==> src/rtl/uart_tx_sched_pkg.sv <==
`timescale 1ns/1ps
`default_nettype none
// ============================================================================
//  Module      : uart_tx_sched_pkg
//  Description : Shared constants for the UART frame scheduler: frame field
//                widths, default sync byte and FSM state encoding.
//  Revision    : 1.0 - initial release
// ============================================================================
package uart_tx_sched_pkg;

    // Frame fields
    localparam logic [7:0]  c_sync_byte = 8'hA5;
    localparam int unsigned c_byte_w    = 8;
    localparam int unsigned c_id_w      = 3;     // enough for up to 8 clients

    // FSM state encoding (also used as the WAIT return code)
    localparam logic [2:0] c_st_idle    = 3'd0;
    localparam logic [2:0] c_st_sync    = 3'd1;
    localparam logic [2:0] c_st_id      = 3'd2;
    localparam logic [2:0] c_st_payload = 3'd3;
    localparam logic [2:0] c_st_csum    = 3'd4;
    localparam logic [2:0] c_st_wait    = 3'd5;

    // Client index as it appears on the wire in the ID field
    function automatic logic [7:0] id_byte(input logic [c_id_w-1:0] idx);
        return {5'b0, idx};
    endfunction

endpackage
`default_nettype wire

==> src/rtl/uart_tx_sched_rr_arbiter.sv <==
`timescale 1ns/1ps
`default_nettype none
// ============================================================================
//  Module      : rr_arbiter
//  Description : Round-robin arbiter. Picks the first requester after the
//                last winner (wrapping) and holds the rotation pointer.
//  Revision    : 1.0 - initial release
// ============================================================================
module rr_arbiter
    import uart_tx_sched_pkg::*;
#(
    parameter int unsigned NUM_REQ = 4
) (
    input  logic                clk,
    input  logic                reset,
    input  logic [NUM_REQ-1:0]  req,
    input  logic                advance,
    output logic [NUM_REQ-1:0]  winner_oh,
    output logic [c_id_w-1:0]   winner_idx,
    output logic                any_req
);

    logic [c_id_w-1:0] r_ptr;
    logic [7:0]        w_req8;
    logic [c_id_w-1:0] w_pos;
    logic              w_found;

    // Zero-extended request vector so any 3-bit index is in range
    assign w_req8  = 8'(req);
    assign any_req = |req;

    // Search starting one past the pointer, wrapping back to the pointer itself
    always_comb begin
        winner_idx = '0;
        w_found    = 1'b0;
        w_pos      = '0;
        for (int k = 1; k <= int'(NUM_REQ); k++) begin
            w_pos = c_id_w'((int'(r_ptr) + k) % int'(NUM_REQ));
            if (!w_found && w_req8[w_pos]) begin
                w_found    = 1'b1;
                winner_idx = w_pos;
            end
        end
    end

    // One-hot form of the winning index, empty when nobody requests
    always_comb begin
        winner_oh = '0;
        for (int i = 0; i < int'(NUM_REQ); i++) begin
            winner_oh[i] = any_req && (winner_idx == c_id_w'(i));
        end
    end

    // Pointer moves to the winner whenever a grant is actually taken
    always_ff @(posedge clk or posedge reset) begin
        if (reset) begin
            r_ptr <= c_id_w'(NUM_REQ - 1);
        end else if (advance && any_req) begin
            r_ptr <= winner_idx;
        end
    end

endmodule
`default_nettype wire

==> src/rtl/uart_tx_sched.sv <==
`timescale 1ns/1ps
`default_nettype none
// ============================================================================
//  Module      : uart_tx_sched
//  Description : Shares one UART transmitter among NUM_REQ byte-stream
//                clients. Each burst goes out as SYNC, ID, payload, XOR csum.
//  Revision    : 1.0 - initial release
// ============================================================================
module uart_tx_sched
    import uart_tx_sched_pkg::*;
#(
    parameter int unsigned NUM_REQ        = 4,
    parameter int unsigned MAX_LEN        = 16,
    parameter int unsigned TIMEOUT_CYCLES = 65535,
    parameter logic [7:0]  SYNC_BYTE      = c_sync_byte
) (
    input  logic                  clk,
    input  logic                  reset,
    input  logic [NUM_REQ-1:0]    req,
    input  logic [NUM_REQ*8-1:0]  req_data,
    input  logic [NUM_REQ-1:0]    req_valid,
    input  logic [NUM_REQ-1:0]    req_last,
    output logic [NUM_REQ-1:0]    req_ready,
    output logic [NUM_REQ-1:0]    grant,
    output logic                  tx_start,
    output logic [7:0]            tx_data,
    input  logic                  tx_done,
    output logic                  busy,
    output logic                  frame_done,
    output logic                  frame_err
);

    localparam int unsigned c_len_w = $clog2(MAX_LEN + 1);
    localparam int unsigned c_tmo_w = $clog2(TIMEOUT_CYCLES + 1);
    localparam logic [c_len_w-1:0] c_len_max = c_len_w'(MAX_LEN);
    localparam logic [c_tmo_w-1:0] c_tmo_lim = c_tmo_w'(TIMEOUT_CYCLES);

    logic [2:0]          r_state;
    logic [2:0]          r_ret;
    logic [NUM_REQ-1:0]  r_grant;
    logic [c_id_w-1:0]   r_idx;
    logic                r_busy;
    logic                r_tx_start;
    logic [7:0]          r_tx_data;
    logic                r_done;
    logic                r_err;
    logic [7:0]          r_csum;
    logic [c_len_w-1:0]  r_len;
    logic [c_tmo_w-1:0]  r_tmo;
    logic                r_abort;

    logic [NUM_REQ-1:0]  w_win_oh;
    logic [c_id_w-1:0]   w_win_idx;
    logic                w_any;
    logic                w_arb_take;

    logic [7:0]          w_sel_data;
    logic                w_sel_valid;
    logic                w_sel_last;
    logic                w_accept;
    logic [c_len_w-1:0]  w_len_inc;
    logic [c_tmo_w-1:0]  w_tmo_inc;
    logic [7:0]          w_csum_out;

    logic                w_issue;
    logic [7:0]          w_issue_byte;
    logic [2:0]          w_issue_ret;
    logic                w_issue_id;

    assign w_arb_take = (r_state == c_st_idle);

    rr_arbiter #(
        .NUM_REQ    (NUM_REQ)
    ) u_arb (
        .clk        (clk),
        .reset      (reset),
        .req        (req),
        .advance    (w_arb_take),
        .winner_oh  (w_win_oh),
        .winner_idx (w_win_idx),
        .any_req    (w_any)
    );

    // Route the granted client's byte stream; other clients are invisible
    always_comb begin
        w_sel_data  = '0;
        w_sel_valid = 1'b0;
        w_sel_last  = 1'b0;
        for (int i = 0; i < int'(NUM_REQ); i++) begin
            if (r_grant[i]) begin
                w_sel_data  = w_sel_data | req_data[i*8 +: 8];
                w_sel_valid = w_sel_valid | req_valid[i];
                w_sel_last  = w_sel_last | req_last[i];
            end
        end
    end

    assign req_ready  = (r_state == c_st_payload) ? r_grant : '0;
    assign w_accept   = (r_state == c_st_payload) && w_sel_valid;
    assign w_len_inc  = r_len + 1'b1;
    assign w_tmo_inc  = (r_tmo == c_tmo_lim) ? r_tmo : r_tmo + 1'b1;
    assign w_csum_out = r_abort ? ~r_csum : r_csum;

    // Decide when a header/trailer byte goes out; WAIT looks ahead on tx_done
    // so the following byte starts the very next cycle
    always_comb begin
        w_issue      = 1'b0;
        w_issue_byte = '0;
        w_issue_ret  = c_st_idle;
        w_issue_id   = 1'b0;
        case (r_state)
            c_st_sync: begin
                w_issue      = 1'b1;
                w_issue_byte = SYNC_BYTE;
                w_issue_ret  = c_st_id;
            end
            c_st_id: begin
                w_issue      = 1'b1;
                w_issue_byte = id_byte(r_idx);
                w_issue_ret  = c_st_payload;
                w_issue_id   = 1'b1;
            end
            c_st_csum: begin
                w_issue      = 1'b1;
                w_issue_byte = w_csum_out;
                w_issue_ret  = c_st_idle;
            end
            c_st_wait: begin
                if (tx_done && (r_ret == c_st_id)) begin
                    w_issue      = 1'b1;
                    w_issue_byte = id_byte(r_idx);
                    w_issue_ret  = c_st_payload;
                    w_issue_id   = 1'b1;
                end else if (tx_done && (r_ret == c_st_csum)) begin
                    w_issue      = 1'b1;
                    w_issue_byte = w_csum_out;
                    w_issue_ret  = c_st_idle;
                end
            end
            default: ;
        endcase
    end

    // Frame sequencer: arbitration, byte issue, payload intake, completion
    always_ff @(posedge clk or posedge reset) begin
        if (reset) begin
            r_state    <= c_st_idle;
            r_ret      <= c_st_idle;
            r_grant    <= '0;
            r_idx      <= '0;
            r_busy     <= 1'b0;
            r_tx_start <= 1'b0;
            r_tx_data  <= '0;
            r_done     <= 1'b0;
            r_err      <= 1'b0;
            r_csum     <= '0;
            r_len      <= '0;
            r_tmo      <= '0;
            r_abort    <= 1'b0;
        end else begin
            r_tx_start <= 1'b0;
            r_done     <= 1'b0;
            r_err      <= 1'b0;
            if (w_issue) begin
                r_tx_data  <= w_issue_byte;
                r_tx_start <= 1'b1;
                r_ret      <= w_issue_ret;
                r_state    <= c_st_wait;
                if (w_issue_id) begin
                    r_csum <= id_byte(r_idx);
                end
            end else begin
                case (r_state)
                    c_st_idle: begin
                        if (w_any) begin
                            r_grant <= w_win_oh;
                            r_idx   <= w_win_idx;
                            r_busy  <= 1'b1;
                            r_csum  <= '0;
                            r_len   <= '0;
                            r_tmo   <= '0;
                            r_abort <= 1'b0;
                            r_state <= c_st_sync;
                        end
                    end
                    c_st_payload: begin
                        if (w_accept) begin
                            r_tx_data  <= w_sel_data;
                            r_tx_start <= 1'b1;
                            r_csum     <= r_csum ^ w_sel_data;
                            r_len      <= w_len_inc;
                            r_tmo      <= '0;
                            r_state    <= c_st_wait;
                            if (w_sel_last || (w_len_inc == c_len_max)) begin
                                // Hitting the length cap without last is a truncation
                                r_ret   <= c_st_csum;
                                r_abort <= !w_sel_last;
                            end else begin
                                r_ret   <= c_st_payload;
                            end
                        end else begin
                            r_tmo <= w_tmo_inc;
                            if (w_tmo_inc == c_tmo_lim) begin
                                r_abort <= 1'b1;
                                r_state <= c_st_csum;
                            end
                        end
                    end
                    c_st_wait: begin
                        if (tx_done && (r_ret == c_st_payload)) begin
                            r_state <= c_st_payload;
                        end else if (tx_done && (r_ret == c_st_idle)) begin
                            r_done  <= 1'b1;
                            r_err   <= r_abort;
                            r_grant <= '0;
                            r_busy  <= 1'b0;
                            r_state <= c_st_idle;
                        end
                    end
                    default: r_state <= c_st_idle;
                endcase
            end
        end
    end

    assign grant      = r_grant;
    assign busy       = r_busy;
    assign tx_start   = r_tx_start;
    assign tx_data    = r_tx_data;
    assign frame_done = r_done;
    assign frame_err  = r_err;

endmodule
`default_nettype wire

==> config.mk <==
export PLATFORM = sky130hd
export DESIGN_NAME = uart_tx_sched
export DESIGN_NICKNAME = d
export VERILOG_FILES = /design/src/rtl/uart_tx_sched_pkg.sv /design/src/rtl/uart_tx_sched_rr_arbiter.sv /design/src/rtl/uart_tx_sched.sv
export SDC_FILE = /design/constraint.sdc
export NUM_CORES = 1
export LEC_CHECK = 0
export CORE_MARGIN = 5
export CORE_UTILIZATION = 52
export CTS_CLUSTER_DIAMETER = 30
export DETAILED_ROUTE_END_ITERATION = 8
export HOLD_SLACK_MARGIN = 0.12
export PLACE_DENSITY = 0.89
export SYNTH_ARGS = -nofsm -noshare
export SYNTH_HDL_FRONTEND = slang
export SYNTH_SLANG_ARGS = --single-unit
==> constraint.sdc <==
create_clock -name clk -period 2.6 [get_ports clk]
set_input_delay 0.39 -clock clk [delete_from_list [all_inputs] [get_ports clk]]
set_output_delay 0.39 -clock clk [all_outputs]
set_load 0.03 [all_outputs]
### Word level (Yosys, flattened, before mapping)

Cells that the tools add are included.

* add/subtract/negate cells: 6
* magnitude comparators: 4
* equality and inequality tests: 25
* muxes and demuxes: 89
* bitwise logic cells: 16
* reduce and logical (&&, ||, !) cells: 40

Operator list (count)
* $mux 8: 14
* $mux 16: 3
* $mux 3: 14
* $mux 1: 36
* $eq 16x16->1 const B: 2
* $pmux 16 s2: 1
* $pmux 8 s4: 1
* $or 8x8->8: 3
* $eq 3x2->1 const B: 6
* $add 16x1->16 const B: 1
* $lt 3x4->1 const B: 4
* $mux 4: 4
* $pmux 8 s2: 1
* $logic_and 1x1->1: 13
* $bmux 1 s3: 4
* $mux 5: 2
* $pmux 5 s2: 1
* $reduce_and 5->1: 2
* $eq 3x3->1 const B: 3
* $logic_not 3->1: 3
* $pmux 3 s3: 1
* $reduce_and 3->1: 3
* $ne 2x2->1 const B: 4
* $not 8->8: 1
* 27 further kinds: 53

* flip-flop bits (word level): 57
* output and inout port bits: 20
* logic and storage cells: 194

### Logic depth before layout (Yosys ltp)

Gate-level depths: netlist of run 1.

* depth in word-level cells: 19
* gate-level depth with buffers: 9
* mapped depth without buffers: 7

### Hierarchy

Synthesis of run 1 repeated with hierarchy kept, for this count alone.

* cell total of the unflattened synthesis: 433
* area, all modules: 3659.8 µm²

By module, submodules not included
* uart_tx_sched: instances 1, cells an instance 405, area an instance 3433.3 µm², sequential area each 1376.3 µm²
* rr_arbiter: instances 1, cells an instance 28, area an instance 226.5 µm², sequential area each 52.6 µm²

### Worst setup path before layout of run 1

No wires, ideal clock.

* path type: register to register
* start: reg r_tmo[0]
* end: reg r_state[0]
* data arrival time: 2.010 ns
* slack: 0.448 ns
* cell stages (with the launch flop): 9
* period minus slack after synthesis: 2.152 ns
* cell sequence: dfrtp_1 ha_1 clkbuf_2 nand3_1 or4_4 buf_6 a221oi_2 a31o_2 a22oi_2

* word-level cells in the longest chain between the ends: 5
* elaborated cells between the ends (all ways): 6
* those cells by class: add/sub: 1; eq/ne: 3; mux: 1; reduce/logical: 1

Ends and longest elaborated chain
* start: declaration: RTL line uart_tx_sched.sv:49 `logic [c_tmo_w-1:0] r_tmo;`
* start signal: assignment: RTL line uart_tx_sched.sv:202 `r_tmo <= w_tmo_inc;`
* $add 16x1->16 or $eq 16x16->1 (tied branches): RTL line uart_tx_sched.sv:101 `assign w_tmo_inc = (r_tmo == c_tmo_lim) ? r_tmo : r_tmo + 1'b1;`
* $mux 16 (*): RTL line uart_tx_sched.sv:101
* $eq 16x16->1 (*): RTL line uart_tx_sched.sv:203 `if (w_tmo_inc == c_tmo_lim) begin`
* $ne 4x3->1 (no source line) (*)
* $reduce_and 3->1 (no source line) (*)
* end signal: assignment: RTL line uart_tx_sched.sv:205 `r_state <= c_st_csum;`
* end signal: assignment: RTL line uart_tx_sched.sv:211 `r_state <= c_st_payload;`
* end signal: assignment: RTL line uart_tx_sched.sv:217 `r_state <= c_st_idle;`
* end: declaration: RTL line uart_tx_sched.sv:38 `logic [2:0] r_state;`

Mark *: on every way between the ends. The rest lies on a longest branch, timed or not.
A chain may end at the register's enable or synchronous reset.

### Worst setup path after layout of run 1

* start: reg r_state[2]
* end: out req_ready[1]

* word-level cells in the longest chain between the ends: 2

Ends and longest elaborated chain
* start signal: assignment: RTL line uart_tx_sched.sv:147 `r_state <= c_st_idle;`
* start signal: assignment: RTL line uart_tx_sched.sv:168 `r_state <= c_st_wait;`
* start signal: assignment: RTL line uart_tx_sched.sv:183 `r_state <= c_st_sync;`
* $eq 3x2->1: RTL line uart_tx_sched.sv:98 `assign req_ready = (r_state == c_st_payload) ? r_grant : '0;`
* $mux 4: RTL line uart_tx_sched.sv:98
* end: declaration: RTL line uart_tx_sched.sv:23 `output logic [NUM_REQ-1:0] req_ready,`

Every way passes these cells.

==> flow_metrics.py, run 1 <==
metrics = {
    "placement": {
        "place.gp.congestion": 0.948,
        "dp_hpwl_um": 6990,
        "portBuffers": 66,
    },
    "finish": {
        "n_antenna_cell": 0,
        "syn_to_final_growth_pct": 26.9,
        "nets": 506,
        "drive_gt1_frac": 0.0917,
    },
    "yosys": {
        "syn_area_um2": 3420,
        "synth_top_cell_area_share": 0.395,
        "syn_nets": 438,
        "synthArstFlopShare": 1.00,
        "synthMuxAreaShare": 0.00915,
        "synth_cell_types": 59,
        "synth.avg_cell_area_um2": 8.78,
        "ys_ff_latch": 56,
        "synth_edf_count": 0,
        "synth_compound_area_frac": 0.294,
        "ys_seq_area_frac": 0.411,
        "yosys-top-cells-area": "dfrtp_1 (40%), o21ai_0 (6.3%), a21oi_1 (4.1%)",
        "yosys.area_share.adder": 0.00732,
        "synth_top_family_by_area": "compound AO/OA/AOI/OAI gates",
        "synth_simple_gate_area_share": 0.210,
        "yosysWarnings": 0,
        "synth_cells": 389,
        "yosysTopAreaCell": "dfrtp_1",
        "synth_xor_area_frac": 0.0256,
        "synth-main-ff-cell": "dfrtp_1",
    },
    "die": {
        "rows": 29,
        "die_area_um2": 8290,
        "die_height_um": 91.1,
        "dieWidth_um": 91.1,
        "io_pins": 67,
        "design.core.area_um2": 6390,
        "initial_core_util": 0.535,
    },
    "pwr": {
        "worst_ir_drop_vdd_mv": 0.595,
        "p_seq_frac": 0.362,
        "p_switching_mw": 1.56,
        "swShare": 0.415,
        "clock_power_share": 0.161,
        "pwr-share-comb": 0.477,
        "powerDensity_nw_per_um2": 865,
        "cellLeakagePower_nw": 1.77,
        "total_power_mw": 3.75,
        "internal_power_mw": 2.19,
    },
    "route": {
        "drc_errors": 0,
        "ant_nets": 0,
        "vias": 3370,
        "wl_per_cell_um": 17.6,
        "drt_iter0_drc": 194,
        "finalWirelength_um": 9410,
        "vias_per_cell": 6.30,
        "first_pass_iters": 4,
    },
    "critical_path": {
        "crit_required_ns": 2.21,
        "rrSetupSlack_ns": 0.26,
        "r2r-end": "r_state[0]",
        "crit_fanout": 6,
        "start_kind": "register",
        "path_class": "register to primary output",
        "rr_worst_depth": 6,
        "worst_ep_arrival_time_ns": 2.06,
        "reg2reg_from": "r_tmo[0]",
        "critical_path.endpoint_type": "primary output",
    },
    "cts": {
        "htree_levels": 2,
        "postCtsHoldBufs": 0,
        "cts_root_buf": "clkbuf_8",
        "cts_sinks": 56,
        "cts_tree": "built",
        "clock_path_buffers": 2,
        "worstSkewPairLatency_ns": 0.31,
        "cts_buffers": 5,
        "clk_pin_slew_worst_paths_ns": 0.10,
    },
    "timing": {
        "clock_skew_ns": 0.0146,
        "fin_crit_sh": 0.944,
        "slew_headroom": 0.488,
        "fmax_mhz": 407,
        "tightest_slew_ns": 0.763,
        "hold_viol_final": 0,
        "maxSlewViolCount": 0,
        "grt_setup_unrepaired": "false",
        "min_period_ns": 2.45,
        "tns_ns": 0,
        "setup_violations": 0,
    },
    "global_route": {
        "grt_use_total": 0.224,
        "grt_max_degree": 30,
        "grt_pass1_wl_um": 15700,
        "grt_overflow": 0,
        "grt_pass1_vias": 3354,
        "antenna_found_initial": 0,
    },
    "min_path": {
        "hold_class": "input port to async pin",
    },
    "run_status": {
        "status": "finished clean",
    },
    "flow_run": {
        "maxCapViolCount": 0,
    },
}
metrics by stage:
stage / setup WS [ns] / utilization / area, um2 / hold WS, ns / std cells
finish: 0.145 / 0.679 / 4340 / 0.479 / 535
global route: 0.0455 / 0.679 / 4340 / 0.534 / 535
CTS: 0.0380 / 0.678 / 4330 / 0.508 / 535
detailed placement: 0.172 / 0.659 / 4210 / 0.488 / 527
global placement: 0.231 / 0.659 / 4210 / 0.481 / 527
floorplan: 0.448 / - / 3420 / 0.465 / 389
flip-flops by register name (all words and copies together), names as in the netlist:
register and cells:
r_tmo 16, r_csum 8, tx_data 8, r_len 5, grant 4, r_ret 3
r_state 3, r_idx 2, u_arb.r_ptr 2, busy 1, frame_done 1, frame_err 1
r_abort 1, tx_start 1
worst max-delay path: stages (launching register included):
cell and delay, ns:
dfrtp_1 0.44, nand2b_1 0.20, nor2_2 0.26, and2_1 0.18, clkdlybuf4s50_1 0.68
cell usage after synthesis, types with 4 or more instances:
library cell,count
nor2_1,29
nand3_1,14
nand2_1,31
nor3_1,8
a221oi_1,7
a22o_1,10
clkbuf_1,12
a21oi_1,28
and2_1,14
nor2b_1,4
o21ai_0,43
inv_1,13
nand2b_1,5
o31ai_1,8
o22a_1,5
dfrtp_1,54
xnor2_1,10
a22oi_1,7
a31oi_1,6
o21a_1,5
buf_2,7
a211oi_1,4
how the worst max path moves through the flow:
stage	startpoint	end	slack, ns	cells after the start
global placement	req[3]	r_tmo[13]	0.23	9
global route	r_state[2]	req_ready[1]	0.05	4
CTS	r_state[2]	req_ready[1]	0.04	4
finish	r_state[2]	req_ready[1]	0.15	4
floorplan	r_tmo[0]	r_state[0]	0.45	8
detailed placement	req[3]	r_tmo[13]	0.17	9
placed cells by master, fill, tap and decap left out, drive strengths merged, types with 5 or more instances in the layout:
cell type and count:
nor3 9, nand4 6, o22a 5, xnor2 10
inv 13, a22o 10, clkdlybuf4s50 66, nor2 29
o31ai 8, buf 16, nand3 14, and2 14
clkbuf 6, nand2b 5, a21oi 29, nand2 31
o21ai 46, and3 5, a221oi 8, a31oi 6
a22oi 8, o21a 5, dfrtp 54
per-layer routing:
layer	up-vias	share of wire	wire [um]	GRT usage
li1	1596	-	-	-
met1	1614	0.41	3870	0.283
met2	148	0.50	4720	0.386
met3	12	0.076	719	0.0479
met4	0	0.012	109	0.0648
met5	-	0	0	0
logic make-up (layout without fill, tap and decap cells):
logic type                 after synthesis  count (layout)
AOI/OAI and AO/OA                      152             152
and+or+nand+nor                        132             132
DFF                                     56              56
buffers and inverters                   34             103
xor gates and xnor gates                10              10
muxes                                    3               3
adders and majority gates                2               2
repair_timing:
action                     CTS  global route
buffers inserted             0             0
setup endpoints to repair    0             6
gates resized for setup      0             2
power groups by stage:
| stage | clock network (mW) | registers, mW | logic (mW) |
|---|---|---|---|
| 3_5_place_dp | 0 | 1.36 | 1.77 |
| 2_1_floorplan | 0 | 1.46 | 1.01 |
| 6_report | 0.603 | 1.36 | 1.79 |
| 3_3_place_gp | 0 | 1.35 | 1.72 |
| 5_1_grt | 0.645 | 1.39 | 1.95 |
| 4_1_cts | 0.611 | 1.35 | 1.78 |
cell type report:
class,instances,area [um2]
fillers,517,2050
multi-input cells,299,1870
flip-flops and latches,56,1400
repair buffers,82,793
well taps,77,96.3
clock buffers,6,82.6
inverters,13,48.8
clock inverters,2,38.8
No activity file was read; power rests on OpenSTA's default activity.
==> run 2, diff against run 1 <==
--- a/config.mk
+++ b/config.mk
@@ -6,11 +6,11 @@
 export NUM_CORES = 1
 export LEC_CHECK = 0
 export CORE_MARGIN = 5
-export CORE_UTILIZATION = 52
+export CORE_UTILIZATION = 50
 export CTS_CLUSTER_DIAMETER = 30
 export DETAILED_ROUTE_END_ITERATION = 8
 export HOLD_SLACK_MARGIN = 0.12
-export PLACE_DENSITY = 0.89
+export PLACE_DENSITY = 0.87
 export SYNTH_ARGS = -nofsm -noshare
 export SYNTH_HDL_FRONTEND = slang
 export SYNTH_SLANG_ARGS = --single-unit
==> run 2 against run 1 <==
Cell count is 0.93% higher. Sequential cell count unchanged. Final area is 0.29% lower. Highest routed layer unchanged.
==> flow_metrics.py, run 2 (synthesized netlist as in run 1, its figures left out) <==
metrics = {
    "die": {
        "die_height_um": 92.7,
        "initial_core_util": 0.509,
        "die_area_um2": 8590,
        "io_pins": 67,
        "rows": 30,
        "design.core.area_um2": 6720,
        "dieWidth_um": 92.7,
    },
    "finish": {
        "most-common-layout-cells": "clkdlybuf4s50_1 (62), dfrtp_1 (54), o21ai_0 (43), nand2_1 (31), nor2_1 (29)",
        "drive_gt1_frac": 0.0935,
        "syn_to_final_growth_pct": 26.5,
        "multi_input_area_um2": 1870,
        "top_register": "r_tmo",
        "final_area_um2": 4320,
        "layout_commonest_cell": "clkdlybuf4s50_1",
        "fillers": 555,
        "n_antenna_cell": 0,
        "nets": 508,
        "largest_reg_flops": 16,
        "final_util": 0.643,
        "fin_cells": 540,
        "seqCellArea_um2": 1400,
    },
    "timing": {
        "tightest_slew_ns": 0.697,
        "min_period_ns": 2.40,
        "hold_viol_final": 0,
        "slew_headroom": 0.532,
        "setup_violations": 0,
        "fmax_mhz": 417,
        "clock_skew_ns": 0.00788,
        "tns_ns": 0,
        "fin_crit_sh": 0.923,
        "grt_setup_unrepaired": "false",
        "maxSlewViolCount": 0,
    },
    "global_route": {
        "grt_use_total": 0.228,
        "grt_pass1_wl_um": 15900,
        "grt_pass1_vias": 3385,
        "grt_max_degree": 29,
        "antenna_found_initial": 0,
        "grt_overflow": 0,
    },
    "route": {
        "vias": 3453,
        "wl_per_cell_um": 17.4,
        "ant_nets": 0,
        "vias_per_cell": 6.39,
        "finalWirelength_um": 9370,
        "drc_errors": 0,
        "drt_iter0_drc": 204,
        "first_pass_iters": 5,
    },
    "critical_path": {
        "reg2reg_from": "r_tmo[0]",
        "worst_ep_arrival_time_ns": 2.64,
        "slowest_stage": "dfrtp_1",
        "path_depth": 8,
        "path_cells": "ha_1, nand3_1, o311ai_0, a21boi_0, a2111oi_0, buf_4, a31o_2, a22oi_2",
        "crit_fanout": 9,
        "rr_worst_depth": 8,
        "crit_required_ns": 2.84,
        "slowest_delay_ns": 0.49,
        "start_kind": "register",
        "critical_path.endpoint_type": "register",
        "critPathTopFamily": "compound AO/OA/AOI/OAI gates",
        "path_class": "register to register",
        "crit_start": "r_tmo[0]",
        "path_buf_inv": 1,
    },
    "pwr": {
        "powerDensity_nw_per_um2": 848,
        "swShare": 0.432,
        "worst_ir_drop_vdd_mv": 0.466,
        "p_switching_mw": 1.58,
        "p_seq_frac": 0.363,
        "clock_power_share": 0.140,
        "pwr-share-comb": 0.497,
        "cellLeakagePower_nw": 1.83,
        "internal_power_mw": 2.08,
    },
    "cts": {
        "postCtsHoldBufs": 0,
        "worstSkewPairLatency_ns": 0.32,
        "htree_levels": 2,
        "cts_root_buf": "clkbuf_8",
        "clk_pin_slew_worst_paths_ns": 0.11,
        "cts_sinks": 56,
        "cts_tree": "built",
        "cts_buffers": 5,
        "clock_path_buffers": 2,
    },
    "run_status": {
        "status": "finished clean",
    },
    "placement": {
        "dp_hpwl_um": 7020,
        "dp_cells": 532,
        "place.gp.congestion": 0.888,
        "dpl_cell_area_um2": 4220,
        "portBuffers": 66,
    },
    "min_path": {
        "hold_class": "input port to async pin",
    },
    "flow_run": {
        "maxCapViolCount": 0,
    },
}
## run 2: timing repair
action,4_1_cts,5_1_grt
hold endpoints to repair,0,0
endpoints found under the setup margin,0,4
resized for setup,0,4
buffers inserted,0,0
## run 2: routing by layer
metal / vias up / global-route usage / routed length [um]
met5: - / 0 / 0
met4: 0 / 0.0745 / 109
met3: 11 / 0.0439 / 738
met2: 174 / 0.396 / 4670
met1: 1675 / 0.285 / 3850
li1: 1593 / - / -
## run 2: power by group through the flow
stage / logic (mW) / clock network [mW] / registers (mW)
2_1_floorplan: 1.01 / 0 / 1.46
3_3_place_gp: 1.75 / 0 / 1.33
3_5_place_dp: 1.80 / 0 / 1.34
4_1_cts: 1.81 / 0.523 / 1.33
5_1_grt: 1.98 / 0.556 / 1.36
6_report: 1.82 / 0.512 / 1.33
## run 2: cell type report
cell class              count  area share
clock inverters             3     0.00637
clock buffers               5      0.0159
repair buffers             84       0.186
flip-flops and latches     56       0.325
well taps                  80      0.0232
multi-input cells         299       0.432
inverters                  13      0.0113
## run 2: per-stage QoR
| stage | setup WS, ns | total power, mW | hold WS, ns |
|---|---|---|---|
| after detailed placement | 0.196 | 3.14 | 0.490 |
| after floorplan | 0.448 | 2.47 | 0.465 |
| after global placement | 0.263 | 3.08 | 0.487 |
| final | 0.201 | 3.67 | 0.455 |
| after global routing | 0.0406 | 3.90 | 0.495 |
| after CTS | 0.0394 | 3.66 | 0.466 |
## run 2: worst paths after layout
kind	endpoint	slack, ns
max	r_state[0]	0.20
min in group clk	tx_data[5]	0.51
max in group asynchronous	u_arb.r_ptr[1]	1.47
min reg2reg	tx_data[5]	0.51
max reg2reg	r_state[0]	0.20
min	tx_data[4]	0.46
